[src/rtl/muxn_arb_if.sv]
// muxn_arb_if: handshake bundle between N producer channels, the arbiter and one consumer.
interface muxn_arb_if #(
    parameter int N     = 4,
    parameter int WIDTH = 8,
    parameter int SELW  = 2
);
    logic               mode;
    logic [SELW-1:0]    sel;
    logic [N*WIDTH-1:0] in_data;
    logic [N-1:0]       in_valid;
    logic [N-1:0]       in_ready;
    logic [WIDTH-1:0]   out_data;
    logic               out_valid;
    logic               out_ready;
    logic [SELW-1:0]    out_ch;
    modport master (
        output mode, sel, in_data, in_valid, out_ready,
        input  in_ready, out_data, out_valid, out_ch
    );
    modport slave (
        input  mode, sel, in_data, in_valid, out_ready,
        output in_ready, out_data, out_valid, out_ch
    );
endinterface

[src/rtl/muxn_arb.sv]
// muxn_arb: registered N:1 mux with valid/ready handshake, manual select or round-robin grant.
module muxn_arb #(
    parameter int N     = 4,
    parameter int WIDTH = 8,
    parameter int SELW  = 2
) (
    input logic      clk,
    input logic      rst_n,
    muxn_arb_if.slave bus
);
    localparam int SPAN = 1 << SELW;
    logic [SELW-1:0]  ptr_q, ptr_d, out_ch_q, out_ch_d, rr_grant, grant, idx;
    logic [WIDTH-1:0] out_data_q, out_data_d;
    logic             out_valid_q, out_valid_d;
    logic [SPAN-1:0]  valid_ext;
    logic             grant_ok, can_load, xfer;
    always_comb begin
        valid_ext = '0;
        valid_ext[N-1:0] = bus.in_valid;
        rr_grant = ptr_q;
        idx = ptr_q;
        // Walk from ptr itself back to ptr+1 so the closest valid channel after ptr wins.
        for (int k = N; k >= 1; k--) begin
            idx = SELW'((int'(ptr_q) + k) % N);
            if (valid_ext[idx]) rr_grant = idx;
        end
        grant = bus.mode ? rr_grant : bus.sel;
        // Unused upper slots of valid_ext are zero, so sel >= N never grants.
        grant_ok = bus.mode ? |bus.in_valid : valid_ext[bus.sel];
        can_load = !out_valid_q | bus.out_ready;
        xfer = rst_n & can_load & grant_ok;
        bus.in_ready = xfer ? N'(1) << grant : '0;
        out_data_d = xfer ? bus.in_data[grant*WIDTH +: WIDTH] : out_data_q;
        out_ch_d = xfer ? grant : out_ch_q;
        out_valid_d = xfer | (out_valid_q & !bus.out_ready);
        ptr_d = (xfer & bus.mode) ? grant : ptr_q;
    end
    always_ff @(posedge clk) begin
        if (!rst_n) begin
            out_data_q  <= '0;
            out_ch_q    <= '0;
            out_valid_q <= 1'b0;
            ptr_q       <= SELW'(N - 1);
        end else begin
            out_data_q  <= out_data_d;
            out_ch_q    <= out_ch_d;
            out_valid_q <= out_valid_d;
            ptr_q       <= ptr_d;
        end
    end
    assign bus.out_data  = out_data_q;
    assign bus.out_ch    = out_ch_q;
    assign bus.out_valid = out_valid_q;
endmodule

[src/flat_wrapper.sv]
// flat-port wrapper written by rule: the top's interface ports become plain ports
module muxn_arb_flat 
#(
    parameter int N     = 4,
    parameter int WIDTH = 8,
    parameter int SELW  = 2
)
  (clk, rst_n, bus_mode, bus_sel, bus_in_data, bus_in_valid, bus_out_ready, bus_in_ready, bus_out_data, bus_out_valid, bus_out_ch);
  muxn_arb_if #(.N(N), .WIDTH(WIDTH), .SELW(SELW)) bus_i ();
  input logic clk;
  input logic rst_n;
  input wire logic [$bits(bus_i.mode)-1:0] bus_mode;
  input wire logic [$bits(bus_i.sel)-1:0] bus_sel;
  input wire logic [$bits(bus_i.in_data)-1:0] bus_in_data;
  input wire logic [$bits(bus_i.in_valid)-1:0] bus_in_valid;
  input wire logic [$bits(bus_i.out_ready)-1:0] bus_out_ready;
  output wire logic [$bits(bus_i.in_ready)-1:0] bus_in_ready;
  output wire logic [$bits(bus_i.out_data)-1:0] bus_out_data;
  output wire logic [$bits(bus_i.out_valid)-1:0] bus_out_valid;
  output wire logic [$bits(bus_i.out_ch)-1:0] bus_out_ch;
  assign bus_i.mode = bus_mode;
  assign bus_i.sel = bus_sel;
  assign bus_i.in_data = bus_in_data;
  assign bus_i.in_valid = bus_in_valid;
  assign bus_i.out_ready = bus_out_ready;
  assign bus_in_ready = bus_i.in_ready;
  assign bus_out_data = bus_i.out_data;
  assign bus_out_valid = bus_i.out_valid;
  assign bus_out_ch = bus_i.out_ch;
  muxn_arb #(.N(N), .WIDTH(WIDTH), .SELW(SELW)) u_core (.clk(clk), .rst_n(rst_n), .bus(bus_i));
endmodule
[config.mk]
export PLATFORM = sky130hd
export DESIGN_NAME = muxn_arb_flat
export DESIGN_NICKNAME = d
export VERILOG_FILES = /design/src/rtl/muxn_arb_if.sv /design/src/rtl/muxn_arb.sv /design/src/flat_wrapper.sv
export SDC_FILE = /design/constraint.sdc
export NUM_CORES = 1
export LEC_CHECK = 0
export ABC_AREA = 1
export BUFFER_PORTS_ARGS = -buffer_cell sky130_fd_sc_hd__buf_4
export CAP_MARGIN = 20
export CORE_MARGIN = 10
export CORE_UTILIZATION = 48
export DETAILED_ROUTE_END_ITERATION = 8
export GPL_TIMING_DRIVEN = 0
export PLACE_DENSITY_LB_ADDON = 0.15
export SLEW_MARGIN = 0
export SYNTH_ARGS = -nofsm -noshare
export SYNTH_HDL_FRONTEND = slang
export SYNTH_SLANG_ARGS = --single-unit
[constraint.sdc]
create_clock -name clk -period 2.6 [get_ports clk]
set_clock_uncertainty 0.1 [all_clocks]
set_input_delay 0.13 -clock clk [delete_from_list [all_inputs] [get_ports clk]]
set_output_delay 0.13 -clock clk [all_outputs]
set_load 0.02 [all_outputs]
==> results_dict.tcl <==
set metrics [dict create \
    fill_cells 189 \
    die-height_microns 67.40 \
    seqPwrFrac_pct 31.8 \
    place_inst 261 \
    synth.area.top_cells "dfxtp_1 24%, nand3_1 23%, nand2_1 21%, nand2_2 5.8%, inv_1 3.5%" \
    drt_first_pass_iters 4 \
    crit_top_cell "nand2_1" \
    synth-main-ff-cell "dfxtp_1" \
    cp-start-kind "flop" \
    yosysMostFrequentCell "nand2_1" \
    top_level_ports 57 \
    cts.sinks 13 \
    cap_violations 0 \
    timing.fmax_mhz 429.0 \
    yosysTopAreaCell "dfxtp_1" \
    worstPathArrival_ps 2100 \
    synth_cells 177 \
    cts_root_buf "clkbuf_4" \
    reg2reg_depth 15 \
    rsz0062_at_grt "false" \
    antenna_found_initial 0 \
    synth_cell_types 25 \
    hold_path_depth 3 \
    cts_hold_buffers 0 \
    rows 17 \
    drt_first_iter_violations 117 \
    hold_violations 0 \
    cp.required_ps 2370 \
    swShare_pct 40.48 \
    cts_max_level 1 \
    synthArstFlopShare_pct 0 \
    wl_met2_mm 1.895 \
    grtUsageTotal_pct 15.89 \
    wl_per_cell_microns 13.42 \
    worstHoldStart "rst_n" \
    cp_num_buf_inv 5 \
    grt_max_degree 11 \
    power.static_leakage_nw 0.8513 \
    die_w_microns 67.40 \
    cts_resized 0 \
    worst_pin_slew_ps 421.7 \
    synth_area_per_cell_sq_um 6.093 \
    fp.coreArea_sq_um 2170 \
    regArea_sq_um 260.3 \
    powerDensity_nw_per_um2 505.2 \
    start_util_pct 49.71 \
    totalWireLength_mm 3.555 \
    clock_latency_ps 280 \
    diodes 0 \
    post_cts_buffers 0 \
    slowest_delay_ps 340 \
    ys_warn_count 0 \
    route.met3.wl_microns 301 \
    die_area_sq_um 4543 \
    cts.clk_slew.worst_paths_ps 80 \
    synth.top_cell.area_share_pct 24.13 \
    overflow 0 \
    gp_congestion 0.8190 \
    hp-class "in2reg" \
    cts_buffer_depth 2 \
    whs_ps 17.77 \
    relSlewSlack_pct 71.89 \
    timing.rr.end "u_core.bus.out_data[4]$_SDFFE_PN0P_" \
    fin_crit_ps 2331 \
    final_layout_size_suffix_gt1_share_pct 35.44 \
    crit_type "reg2out" \
    finalSetupTns_ps 0 \
    fin_crit_sh_pct 89.65 \
    dp_slack_ps 582.6 \
    intPower_w 0.0004692 \
    multi_input_area_sq_um 701.9 \
    combPwrFrac_pct 52.0 \
    nets 280 \
    portBuffers 56 \
    power_frac_clock_pct 16.2 \
    peakVddDrop_mv 0.5777 \
    viasPerCell 5.177 \
    critPathTopFamily "simple AND/OR/NAND/NOR gates" \
    place_hpwl_mm 2.982 \
    synthTopCellsByCount "60 x nand2_1, 49 x nand3_1, 13 x dfxtp_1" \
    whs_endpoint "u_core.bus.out_valid$_SDFF_PN0_" \
    drc 0 \
    critPathMaxFanout 10 \
    setup_viol 0 \
    fin_util_pct 71.91 \
    crit_slowest_cell "dfxtp_1" \
    grt_pass1_vias 1345 \
    outcome "complete, no violations" \
    regToRegSetupSlack_ps 670 \
    cts_made_buffers 3 \
    layout_setup_ws_ps 269.2 \
    cp_cell_sequence "buf_6 -> inv_6 -> nand2_1 -> nand2_1 -> nand2_1 -> nand2_1 -> inv_2 -> nand2_1 -> nand2_1 -> nand3_1 -> nand2_1 -> buf_4 -> nand2_1 -> nor2_1 -> buf_4" \
    syn_nets 219 \
    syn_to_final_growth_pct 44.66 \
    cts_tree "yes" \
    reg2reg_from "u_core.ptr_q[0]$_SDFFE_PN1P_" \
    wl_met1_mm 1.352 \
    vias 1372 \
    ant_nets 0 \
    synth_edf_count 0 \
    ys_ff_latch 13 \
    slew_violations 0 \
    syn-cell-area_sq_um 1079 \
    final_cells 265 \
    p_sw_w 0.0003191 \
    seq_area_frac_synth_pct 24.13 \
    grt_pass1_wl_mm 5.830 \
    end_kind "output port" \
    top_layer "met4" \
]
==> state kept, by name, indices dropped and copies added, names as in the netlist <==
| name | cells |
|---|---|
| u_core.bus.out_data | 8 |
| u_core.bus.out_ch | 2 |
| u_core.ptr_q | 2 |
| u_core.bus.out_valid | 1 |
==> worst register-to-register path, delay by kind of cell, from the launching register on <==
kind                   cells  cell delay (ps)
and+or+nand+nor           11              950
buffers and inverters      4              430
DFF                        1              340
==> layout by cell type, fill, tap and decap left out, drive strengths merged <==
| master | count |
|---|---|
| dfxtp | 13 |
| inv | 13 |
| or2 | 1 |
| o221ai | 1 |
| nor2 | 6 |
| clkbuf | 5 |
| nand3 | 51 |
| nor3 | 2 |
| nand2 | 71 |
| o21ai | 3 |
| a21oi | 7 |
| nand4 | 1 |
| o211ai | 1 |
| buf | 62 |
==> layout make-up <==
type                    count  area share [%]
repair buffers             56           26.94
well taps                  28           2.245
clock buffers               4           1.684
plain buffers               7           4.010
inverters                  13           3.448
flip-flops and latches     13           16.68
multi-input cells         144           44.99
==> how the worst max path moves through the flow <==
stage / slack [ps] / cells after the start / to / startpoint
2_1_floorplan: 630 / 12 / bus_in_ready[3] / u_core.ptr_q[0]$_SDFFE_PN1P_
3_3_place_gp: 660 / 13 / bus_in_ready[3] / u_core.ptr_q[0]$_SDFFE_PN1P_
3_5_place_dp: 580 / 15 / bus_in_ready[2] / u_core.ptr_q[0]$_SDFFE_PN1P_
4_1_cts: 260 / 15 / bus_in_ready[2] / u_core.ptr_q[0]$_SDFFE_PN1P_
5_1_grt: 60 / 14 / bus_in_ready[2] / u_core.ptr_q[1]$_SDFFE_PN1P_
6_report: 270 / 15 / bus_in_ready[2] / u_core.ptr_q[0]$_SDFFE_PN1P_
==> power by group through the flow <==
stage	clock network (W)	registers [W]	logic, W
floorplan	0	0.000289	0.000222
global placement	0	0.000253	0.000401
detailed placement	0	0.000256	0.000413
CTS	0.000128	0.000251	0.000414
global route	0.000141	0.000255	0.000454
finish	0.000128	0.000251	0.000410
==> metrics by stage <==
stage | total power [W] | cell area, sq um
final | 0.0007883 | 1560
after global routing | 0.0008491 | 1560
after CTS | 0.0007921 | 1560
after detailed placement | 0.0006680 | 1534
after global placement | 0.0006541 | 1534
after floorplan | 0.0005111 | 1079
==> logic make-up after synthesis <==
kind of cell           synth area share, %
AND/OR/NAND/NOR                      57.89
buffers and inverters                10.79
flip-flops                           24.13
AO/OA/AOI/OAI                        7.193
==> routing by layer <==
layer  global-route usage (%)  vias up
li1                         -      707
met3                    6.116        3
met2                    30.92       34
met5                        0        -
met1                    15.82      628
met4                    2.308        0
(Power assumes the default switching activity.)
